### config.mk
export PLATFORM = sky130hd
export DESIGN_NAME = div_seq_4bit_flat
export DESIGN_NICKNAME = d
export VERILOG_FILES = /design/src/rtl/pim_arith_pkg.sv /design/src/rtl/div_seq_4bit_if.sv /design/src/rtl/adder_nbit.sv /design/src/rtl/div_step_nbit.sv /design/src/rtl/div_seq_4bit.sv /design/src/flat_wrapper.sv
export SDC_FILE = /design/constraint.sdc
export NUM_CORES = 1
export LEC_CHECK = 0
export CAP_MARGIN = 20
export CORE_MARGIN = 4
export CORE_UTILIZATION = 56
export CTS_BUF_LIST = sky130_fd_sc_hd__clkbuf_8
export CTS_CLUSTER_DIAMETER = 40
export DETAILED_ROUTE_END_ITERATION = 12
export PLACE_DENSITY_LB_ADDON = 0.25
export SETUP_SLACK_MARGIN = 0.2
export SYNTH_ARGS = -nofsm -noshare
export SYNTH_HDL_FRONTEND = slang
export SYNTH_SLANG_ARGS = --single-unit
### constraint.sdc
create_clock -name clk -period 2.5 [get_ports clk]
set_clock_uncertainty 0.1 [all_clocks]
set_input_delay 0.5 -clock clk [delete_from_list [all_inputs] [get_ports clk]]
set_output_delay 0.5 -clock clk [all_outputs]
set_load 0.1 [all_outputs]
### src/rtl/pim_arith_pkg.sv
// Shared definitions for the PIM arithmetic cells.
//   div_state_e : sequential divider FSM encoding
//   DBZ_Q_ALL   : quotient returned on divide-by-zero (all ones, sliced to N)
//   cnt_w()     : width of a counter that must hold 0..n-1
package pim_arith_pkg;

  typedef enum logic [1:0] {
    ST_IDLE = 2'd0,
    ST_CALC = 2'd1,
    ST_DONE = 2'd2
  } div_state_e;

  localparam logic [15:0] DBZ_Q_ALL = '1;

  function automatic int cnt_w(input int n);
    return (n <= 2) ? 1 : $clog2(n);
  endfunction

endpackage

### src/rtl/div_seq_4bit_if.sv
// Handshake bundle for the sequential divider.
//   request : in_valid / in_ready, A (dividend), B (divisor)
//   response: out_valid / out_ready, Q, R, div_by_zero
// master = producer of operands / consumer of results, slave = divider.
interface div_seq_4bit_if #(parameter int N = 4);
  logic         in_valid;
  logic         in_ready;
  logic [N-1:0] A;
  logic [N-1:0] B;
  logic         out_valid;
  logic         out_ready;
  logic [N-1:0] Q;
  logic [N-1:0] R;
  logic         div_by_zero;

  modport master (
    output in_valid, A, B, out_ready,
    input  in_ready, out_valid, Q, R, div_by_zero
  );

  modport slave (
    input  in_valid, A, B, out_ready,
    output in_ready, out_valid, Q, R, div_by_zero
  );
endinterface

### src/rtl/adder_nbit.sv
// Plain W-bit ripple adder with carry in/out.
//   a, b : addends      cin  : carry in
//   sum  : W-bit sum    cout : carry out
module adder_nbit #(parameter int W = 5) (
  input  logic [W-1:0] a,
  input  logic [W-1:0] b,
  input  logic         cin,
  output logic [W-1:0] sum,
  output logic         cout
);
  assign {cout, sum} = {1'b0, a} + {1'b0, b} + {{W{1'b0}}, cin};
endmodule

### src/rtl/div_step_nbit.sv
// One restoring-division step (combinational).
//   rem      : current partial remainder (always < B)
//   a_bit    : next dividend bit, MSB first
//   B        : divisor
//   rem_next : partial remainder after this step
//   q_bit    : quotient bit produced by this step
module div_step_nbit #(parameter int N = 4) (
  input  logic [N-1:0] rem,
  input  logic         a_bit,
  input  logic [N-1:0] B,
  output logic [N-1:0] rem_next,
  output logic         q_bit
);
  logic [N:0] x, trial;
  logic       cout;

  assign x = {rem, a_bit};

  // x - B as x + ~B + 1 over N+1 bits
  adder_nbit #(.W(N+1)) u_sub (
    .a    (x),
    .b    (~{1'b0, B}),
    .cin  (1'b1),
    .sum  (trial),
    .cout (cout)
  );

  // With rem < B, x <= 2B-1, so carry-out and a clear sign bit agree on
  // "no borrow"; the restored value always fits N bits.
  assign q_bit    = cout & ~trial[N];
  assign rem_next = q_bit ? trial[N-1:0] : x[N-1:0];
endmodule

### src/rtl/div_seq_4bit.sv
// Sequential restoring unsigned divider, one quotient bit per cycle.
//   clk, rst_n : clock, async active-low reset
//   bus        : slave side of div_seq_4bit_if (operands in, Q/R/div_by_zero out)
// Accept -> N CALC cycles -> DONE held until out_ready. B==0 skips CALC.
module div_seq_4bit
  import pim_arith_pkg::*;
#(parameter int N = 4) (
  input  logic          clk,
  input  logic          rst_n,
  div_seq_4bit_if.slave bus
);
  localparam int            CW   = cnt_w(N);
  localparam logic [CW-1:0] LAST = CW'(N-1);

  div_state_e    state, state_nx;
  logic [CW-1:0] cnt;
  logic [N-1:0]  a_sh, b_reg, rem, q_sh;
  logic [N-1:0]  q_o, r_o, rem_nx;
  logic          dbz_o, rdy, q_bit, acc, hs;

  assign acc = bus.in_valid && rdy;
  assign hs  = bus.out_ready && (state == ST_DONE);

  div_step_nbit #(.N(N)) u_step (
    .rem      (rem),
    .a_bit    (a_sh[N-1]),
    .B        (b_reg),
    .rem_next (rem_nx),
    .q_bit    (q_bit)
  );

  always_ff @(posedge clk or negedge rst_n)
    if (!rst_n) state <= ST_IDLE;
    else        state <= state_nx;

  always_comb begin
    state_nx = state;
    case (state)
      ST_IDLE: if (acc) state_nx = (bus.B == '0) ? ST_DONE : ST_CALC;
      ST_CALC: if (cnt == LAST) state_nx = ST_DONE;
      ST_DONE: if (hs) state_nx = ST_IDLE;
      default: state_nx = ST_IDLE;
    endcase
  end

  // in_ready is registered so it stays low through reset and only rises
  // on the first edge after release.
  always_ff @(posedge clk or negedge rst_n)
    if (!rst_n) rdy <= 1'b0;
    else        rdy <= (state_nx == ST_IDLE);

  always_ff @(posedge clk or negedge rst_n) begin
    if (!rst_n) begin
      cnt   <= '0;
      a_sh  <= '0;
      b_reg <= '0;
      rem   <= '0;
      q_sh  <= '0;
      q_o   <= '0;
      r_o   <= '0;
      dbz_o <= 1'b0;
    end else begin
      case (state)
        ST_IDLE: if (acc) begin
          a_sh  <= bus.A;
          b_reg <= bus.B;
          rem   <= '0;
          cnt   <= '0;
          q_sh  <= '0;
          if (bus.B == '0) begin
            q_o   <= DBZ_Q_ALL[N-1:0];
            r_o   <= bus.A;
            dbz_o <= 1'b1;
          end
        end
        ST_CALC: begin
          a_sh <= {a_sh[N-2:0], 1'b0};
          rem  <= rem_nx;
          q_sh <= {q_sh[N-2:0], q_bit};
          cnt  <= cnt + 1'b1;
          if (cnt == LAST) begin
            q_o <= {q_sh[N-2:0], q_bit};
            r_o <= rem_nx;
          end
        end
        ST_DONE: if (hs) begin
          // results read as zero everywhere outside DONE
          q_o   <= '0;
          r_o   <= '0;
          dbz_o <= 1'b0;
        end
        default: ;
      endcase
    end
  end

  assign bus.in_ready    = rdy;
  assign bus.out_valid   = (state == ST_DONE);
  assign bus.Q           = q_o;
  assign bus.R           = r_o;
  assign bus.div_by_zero = dbz_o;
endmodule

### src/flat_wrapper.sv
// flat-port wrapper written by rule: the top's interface ports become plain ports
module div_seq_4bit_flat import pim_arith_pkg::*;
#(parameter int N = 4)
  (clk, rst_n, bus_in_valid, bus_A, bus_B, bus_out_ready, bus_in_ready, bus_out_valid, bus_Q, bus_R, bus_div_by_zero);
  div_seq_4bit_if #(.N(N)) bus_i ();
  input  logic clk;
  input  logic rst_n;
  input wire logic [$bits(bus_i.in_valid)-1:0] bus_in_valid;
  input wire logic [$bits(bus_i.A)-1:0] bus_A;
  input wire logic [$bits(bus_i.B)-1:0] bus_B;
  input wire logic [$bits(bus_i.out_ready)-1:0] bus_out_ready;
  output wire logic [$bits(bus_i.in_ready)-1:0] bus_in_ready;
  output wire logic [$bits(bus_i.out_valid)-1:0] bus_out_valid;
  output wire logic [$bits(bus_i.Q)-1:0] bus_Q;
  output wire logic [$bits(bus_i.R)-1:0] bus_R;
  output wire logic [$bits(bus_i.div_by_zero)-1:0] bus_div_by_zero;
  assign bus_i.in_valid = bus_in_valid;
  assign bus_i.A = bus_A;
  assign bus_i.B = bus_B;
  assign bus_i.out_ready = bus_out_ready;
  assign bus_in_ready = bus_i.in_ready;
  assign bus_out_valid = bus_i.out_valid;
  assign bus_Q = bus_i.Q;
  assign bus_R = bus_i.R;
  assign bus_div_by_zero = bus_i.div_by_zero;
  div_seq_4bit #(.N(N)) u_core (.clk(clk), .rst_n(rst_n), .bus(bus_i));
endmodule
==> results.txt, run 1 <==
Synthesized Nets: 191
fmax: 450 MHz
Startpoint Class: flip-flop
WHS: 379 ps
Post-DP HPWL: 2660 um
WL final: 3750 um
HP Class: reg2reg
Core Footprint: 0.00276 mm^2
starting density of the core: 58.4%
crit path buf inv count: 3
Clock Latency Late Sink: 280 ps
area leader, netlist: dfrtp_1
Slew @ Worst Pin: 704 ps
DR pass1 iterations: 4
CTS sink count: 29
via count: 1354
1st-iter DRT viols: 92
layout cells sized above 1: 22.8%
CTS Root Cell: clkbuf_8
sequential area share after synthesis: 45.1%
initial antenna violation count: 0
r2r worst-path depth: 10
gr ovfl total: 0
DIE HEIGHT: 61.6 um
final hold vios: 0
first-pass GRT wire length: 6180 um
Worst EP required: 2550 ps
# hold bufs at CTS: 0
Cell Chain, Critical Path: inv_2 > ha_1 > inv_1 > fa_2 > a21oi_2 > a211oi_2 > nor2_1 > buf_4 > mux2i_2 > o221ai_1
fin crit period: 2220 ps
hold_sp: u_core.cnt[1]$_DFFE_PN0P_
Ant. Diodes: 0
Worst-path clk slew: 70 ps
GPL Wtd Cong: 0.857
placed cell area: 0.00189 mm^2
CP peak stage delay: 400 ps
max-cap violations: 0
CTS tree: done
GRT Util Overall: 22.2%
Post-synth EDFFs: 0
Async S/R FF share, synth: 100%
largest net degree at the start of global routing: 30
TritonCTS Buffers: 5
Top Ports: 23
Yosys reg bits: 29
Syn Area/Cell: 9.53 um^2
RSZ-0062 raised after global routing: true
drt drc: 0
Critical Path Stages: 10
Arrival @ worst endpoint: 2270 ps
Synth top area share: 45.1%
# port buffers: 22
Final ANT Viol Nets: 0
Post-synth top flop: dfrtp_1
hold depth: 2
Crit. Startpoint: u_core.a_sh[3]$_DFFE_PN0P_
CP max FO: 4
routed vias/inst: 5.71
fin nets: 227
setup violators final: 0
Max Transition Viols Final: 0
Synthesis Warnings: 0
Cells after Synth: 169
Distinct cells, synth: 37
Setup crit end kind: flip-flop
Slew HR: 52.7%
Die X-Extent: 61.6 um
Hold EP: u_core.cnt[1]$_DFFE_PN0P_
FF-to-FF setup slack: 280 ps
number of core rows: 19
wire per inst: 15.8 um
Post-Syn Area: 0.00161 mm^2
cell family with most CP delay: adder cells
post-route cell area: 0.00205 mm^2
FF-to-FF End: u_core.bus.R[1]$_DFFE_PN0P_
vias in the first global route: 1341
status: complete, no violations
maximum clock insertion buffer count: 2
H-tree level count: 2
area grow syn2layout: 27.3%
Crit Path Class: reg2reg
period utilisation layout: 88.9%
die area: 0.00380 mm^2
ranking of synthesized cells by area: dfrtp_1 (45%), ha_1 (7.0%), nand2_1 (5.8%), o21ai_0 (4.0%), a21oi_1 (3.4%)
worst r2r src: u_core.a_sh[3]$_DFFE_PN0P_
slowest CP cell: dfrtp_1
-- tightest hold or removal path, stage by stage, from the launching register on --
cell and delay [ps]:
dfrtp_1 350, nand2_1 50, nand2_1 50
-- synthesized netlist by cell type (3+ instances only) --
cell type,instances
dfrtp_1,29
nand2_1,25
inv_1,13
nor2_1,13
o21ai_0,13
a21oi_1,11
ha_1,9
nand3_1,6
mux2i_1,5
nand3b_1,4
nor2b_1,4
o221ai_1,4
a31oi_1,3
clkbuf_1,3
-- stage by stage --
step / cells / TNS, ps / worst slack (ps) / util [%]
floorplan: 169 / 0 / 215 / -
global placement: 225 / 0 / 38.8 / 68.5
detailed placement: 225 / -60.1 / -39.2 / 68.5
CTS: 233 / 0 / 203 / 72.2
global route: 237 / 0 / 133 / 74.3
finish: 237 / 0 / 278 / 74.3
-- layout make-up --
class	instances	area (um^2)
clock buffer	7	96.3
clock inverter	1	5.00
fill	204	708
inverter	13	48.8
multi-input combinational	122	836
sequential	29	726
tap	31	38.8
timing repair buffer	34	299
-- logic make-up after synthesis --
group | Yosys count | share of synthesized area, %
XOR/XNOR | 2 | 1.09
flip-flops | 29 | 45.1
adder cells (fa/ha/maj) | 10 | 8.24
AO/OA/AOI/OAI | 45 | 19.0
buffers and inverters | 18 | 4.74
multiplexers | 6 | 3.81
AND/OR/NAND/NOR | 59 | 18.1
-- per-layer routing --
metal	vias to the layer above	share of wire, %	track usage, %
met2	30	51	36.0
li1	666	-	-
met4	0	1.3	8.79
met3	7	4.6	5.66
met1	651	43	28.4
met5	-	0	0
-- timing repair --
action	4_1_cts	5_1_grt
resized for setup	0	9
buffers inserted	0	4
endpoints found under the setup margin	0	9
-- placed cells by master, fill, tap and decap left out, types with 4 or more instances in the layout --
master           count
nor2_1              13
nor2b_1              4
nand3_1              6
ha_1                 8
dfrtp_1             29
buf_4               21
clkdlybuf4s50_1     11
nand3b_1             4
mux2i_1              4
o21ai_0             12
a21oi_1             10
inv_1               12
clkbuf_8             7
nand2_1             25
-- how the worst max path moves through the flow --
stage | slack (ps) | to
2_1_floorplan | 210 | u_core.bus.Q[3]$_DFFE_PN0P_
3_3_place_gp | 40 | u_core.bus.Q[0]$_DFFE_PN0P_
3_5_place_dp | -40 | u_core.bus.Q[0]$_DFFE_PN0P_
5_1_grt | 130 | u_core.bus.R[1]$_DFFE_PN0P_
6_report | 280 | u_core.bus.R[1]$_DFFE_PN0P_
4_1_cts | 200 | u_core.bus.R[0]$_DFFE_PN0P_
Power of run 1 is left out: the tool's default activity adds up to more than one toggle a clock period on the data nets, which glitch-free logic cannot reach.
==> run 2, diff against run 1 <==
--- a/config.mk
+++ b/config.mk
@@ -7,7 +7,7 @@
 export LEC_CHECK = 0
 export CAP_MARGIN = 20
 export CORE_MARGIN = 4
-export CORE_UTILIZATION = 56
+export CORE_UTILIZATION = 60
 export CTS_BUF_LIST = sky130_fd_sc_hd__clkbuf_8
 export CTS_CLUSTER_DIAMETER = 40
 export DETAILED_ROUTE_END_ITERATION = 12
==> constraint.sdc (replaced) <==
create_clock -name clk -period 2.7 [get_ports clk]
set_clock_uncertainty 0.1 [all_clocks]
set_input_delay 0.54 -clock clk [delete_from_list [all_inputs] [get_ports clk]]
set_output_delay 0.54 -clock clk [all_outputs]
set_load 0.1 [all_outputs]
==> results.txt, run 2 (synthesized netlist as in run 1, its figures left out) <==
status: complete, no violations
CTS tree: done
Post-DP HPWL: 2640 um (-0.84%)
Crit Path Class: reg2reg
vias in the first global route: 1319 (-1.6%)
largest net degree at the start of global routing: 30 (unchanged)
maximum clock insertion buffer count: 2 (unchanged)
gr ovfl total: 0 (unchanged)
CP max FO: 4 (unchanged)
Core Util, Final: 76.9% (+2.6 points)
footprint of the multi-input gates: 818 um^2 (-2.1%)
wire per inst: 16.2 um (+2.0%)
DR pass1 iterations: 4 (unchanged)
commonest non-fill, non-tap cells in the layout: dfrtp_1 (29), nand2_1 (25), buf_4 (15)
setup TNS: 0 ps (unchanged)
r2r worst-path depth: 9 (-1)
FF-to-FF End: u_core.bus.R[0]$_DFFE_PN0P_
Die X-Extent: 59.8 um (-3.0%)
# hold bufs at CTS: 0 (unchanged)
register area: 726 um^2 (unchanged)
HP Class: reg2reg
die area: 0.00358 mm^2 (-5.8%)
period utilisation layout: 87.1% (-1.8 points)
setup violators final: 0 (unchanged)
number of core rows: 18 (-1)
initial antenna violation count: 0 (unchanged)
Clock Latency Late Sink: 280 ps (about the same)
Core Footprint: 0.00252 mm^2 (-8.5%)
crit path capture: u_core.bus.R[0]$_DFFE_PN0P_
CTS Root Cell: clkbuf_8
GRT Util Overall: 23.6% (+1.3 points)
layout cells sized above 1: 16.8% (-6.1 points)
placed cell area: 0.00184 mm^2 (-2.5%)
max-cap violations: 0 (unchanged)
routed vias/inst: 5.89 (+3.0%)
Worst EP required: 2790 ps (+240 ps)
post-route cell area: 0.00194 mm^2 (-5.4%)
Top Ports: 23 (unchanged)
area grow syn2layout: 20.4%
Max Transition Viols Final: 0 (unchanged)
Worst-path clk slew: 60 ps (about the same)
final hold vios: 0 (unchanged)
first-pass GRT wire length: 6150 um (-0.45%)
TritonCTS Buffers: 5 (unchanged)
Setup crit end kind: flip-flop
FF-to-FF setup slack: 350 ps (+70 ps)
Ant. Diodes: 0 (unchanged)
drt drc: 0 (unchanged)
Slew HR: 63.0% (+10 points)
Crit. Startpoint: u_core.a_sh[3]$_DFFE_PN0P_
starting density of the core: 63.8% (+5.4 points)
fin crit period: 2350 ps (+128 ps)
H-tree level count: 2 (unchanged)
DIE HEIGHT: 59.8 um (-3.0%)
WL final: 3670 um (-2.3%)
pre-CTS setup slack: 100 ps (+139 ps)
via count: 1336 (-1.3%)
Final ANT Viol Nets: 0 (unchanged)
RSZ-0062 raised after global routing: false
worst r2r src: u_core.a_sh[3]$_DFFE_PN0P_
# port buffers: 22 (unchanged)
setup slack after layout: 350 ps (+71.5 ps)
fin nets: 219 (-3.5%)
CTS sink count: 29 (unchanged)
Slew @ Worst Pin: 555 ps (-149 ps)
Filler cells: 168 (-18%)
1st-iter DRT viols: 47 (-49%)
Startpoint Class: flip-flop
GPL Wtd Cong: 0.863 (+0.79%)
fmax: 425 MHz (-5.5%)
Arrival @ worst endpoint: 2440 ps (+170 ps)
commonest non-fill, non-tap cell in the layout: dfrtp_1
## run 2: layout make-up
cell class	instances	share of cell area (%)
clock buffers	6	4.26
clock inverters	1	0.194
inverters	13	2.52
multi-input cells	122	42.2
flip-flops and latches	29	37.4
well taps	30	1.94
repair buffers	26	11.5
## run 2: through the flow
| stage | cells | hold slack (ps) |
|---|---|---|
| floorplan | 169 | 144 |
| global placement | 220 | 353 |
| detailed placement | 220 | 363 |
| CTS | 227 | 378 |
| global route | 227 | 413 |
| finish | 227 | 377 |
## run 2: how the worst min path moves through the flow
stage,from,end,slack (ps),cells past startpoint
after floorplan,rst_n,u_core.a_sh[0]$_DFFE_PN0P_,140,0
after global placement,u_core.cnt[1]$_DFFE_PN0P_,u_core.cnt[1]$_DFFE_PN0P_,350,2
after detailed placement,u_core.cnt[1]$_DFFE_PN0P_,u_core.cnt[1]$_DFFE_PN0P_,360,2
after CTS,u_core.cnt[1]$_DFFE_PN0P_,u_core.cnt[1]$_DFFE_PN0P_,380,2
after global routing,u_core.q_sh[0]$_DFFE_PN0P_,u_core.q_sh[0]$_DFFE_PN0P_,410,2
final,u_core.cnt[1]$_DFFE_PN0P_,u_core.cnt[1]$_DFFE_PN0P_,380,2
## run 2: critical path, stage by stage (launching register included)
cell      delay (ps)
dfrtp_1          380
inv_1             90
ha_1             170
inv_1             50
fa_1             410
a21oi_1          180
a211oi_1          90
nor2_2           260
mux2_2           390
o221ai_1         140
## run 2: metal layers
metal / up-vias / global-route usage, % / part of all wire, %
met5: - / 0 / 0
met4: 0 / 9.18 / 1.7
met3: 8 / 5.40 / 5.4
met2: 37 / 38.0 / 50
met1: 649 / 30.6 / 43
li1: 642 / - / -
## run 2: repair_timing
action                     4_1_cts  5_1_grt
gates resized for setup          0        3
setup endpoints to repair        0        8
buffers inserted                 0        0
Power of run 2 is left out for the same reason.
==> edit (config.mk and constraints of run 1) <==
Encoding of `div_state_e`: now one-hot (3 bits for 3 states).
--- a/src/rtl/pim_arith_pkg.sv
+++ b/src/rtl/pim_arith_pkg.sv
@@ -4,10 +4,10 @@
 //   cnt_w()     : width of a counter that must hold 0..n-1
 package pim_arith_pkg;
 
-  typedef enum logic [1:0] {
-    ST_IDLE = 2'd0,
-    ST_CALC = 2'd1,
-    ST_DONE = 2'd2
+  typedef enum logic [2:0] {
+    ST_IDLE = 3'b001,
+    ST_CALC = 3'b010,
+    ST_DONE = 3'b100
   } div_state_e;
 
   localparam logic [15:0] DBZ_Q_ALL = '1;
Function: same outputs for any inputs over 10 cycles, from zero or initial values and one cycle with rst_n low; not proved beyond that.
==> edit against run 1 <==
- first-iteration DRC count is 13% lower
- wire length is 4.5% lower
- worst setup slack worse by 0.11 ns
- utilization is 1.1 points higher
- synthesized area is 5.7% lower
- non-clock buffer count is 3 lower
- sequential cell count is 1 higher
- via count is 5.5% lower
- design area is 7.1% lower
- largest cell class is now registers
Power is not shown: default switching activity piles up to over one toggle a cycle in this logic, so the estimate is an artifact.
==> edit: results (changes against run 1) <==
outcome completed (unchanged); Crit path arrival time 2.43 ns (was 2.27 ns); routed wl met2 1740 um (was 1900 um); Post-Place Cell Area 0.00176 mm2 (was 0.00189 mm2); Adder-Cell Fraction of Synth Area 5.44% (was 8.24%); GR Layer Usage met3 4.97% (was 5.66%); met1 usage 28.0% (was 28.4%); DR WL met3 297 um (was 174 um); Worst Tran Pin Value 0.503 ns (was 0.704 ns); Post CTS Setup Buffer Count 2 (was 0); pre-CTS WS 0.103 ns (was -0.0392 ns); Synth Area in XOR/XNOR 1.73% (was 1.09%); Post-synth top cells 29 x dfrtp_1, 26 x nand2_1, 16 x o21ai_0 (was 29 x dfrtp_1, 25 x nand2_1, 13 x inv_1, 13 x nor2_1, 13 x o21ai_0); vias in the first global route 1236 (was 1341); wire per inst 16.6 um (was 15.8 um); post-synthesis mux area share 5.11% (was 3.81%); Avg Cell Area, Syn 9.98 um2 (was 9.53 um2); vias per cell 5.93 (was 5.71); total routed wirelength 3580 um (was 3750 um); CP max FO 5 (was 4); Crit-path slowest cell fa_2 (was dfrtp_1); Starting DRT DRC Count 80 (was 92); Detail Placement HPWL 2350 um (was 2660 um); sequential area share after synthesis 49.5% (was 45.1%); synthesized net count 170 (was 191); GPL Wtd Cong 0.869 (was 0.857); # diodes 0 (unchanged); global-route wire length before repair 5640 um (was 6180 um)
-- edit: final timing paths --
check / startpoint / end / slack, ns / cells past startpoint
max: u_core.a_sh[3]$_DFFE_PN0P_ / u_core.bus.R[0]$_DFFE_PN0P_ / 0.17 / 9
max reg2reg: u_core.a_sh[3]$_DFFE_PN0P_ / u_core.bus.R[0]$_DFFE_PN0P_ / 0.17 / 9
min: u_core.a_sh[2]$_DFFE_PN0P_ / u_core.a_sh[3]$_DFFE_PN0P_ / 0.39 / 2
min in group asynchronous: rst_n / u_core.b_reg[3]$_DFFE_PN0P_ / 0.49 / 2
max in group asynchronous: rst_n / u_core.state[0]$_DFF_PN1_ / 1.48 / 2
min reg2reg: u_core.a_sh[2]$_DFFE_PN0P_ / u_core.a_sh[3]$_DFFE_PN0P_ / 0.39 / 2
-- edit: area by class of cell --
type,instances,area (um2)
fillers,167,619
multi-input cells,110,717
clock inverters,2,8.76
inverters,7,28.8
clock buffers,6,82.6
well taps,30,37.5
flip-flops and latches,30,752
repair buffers,31,277
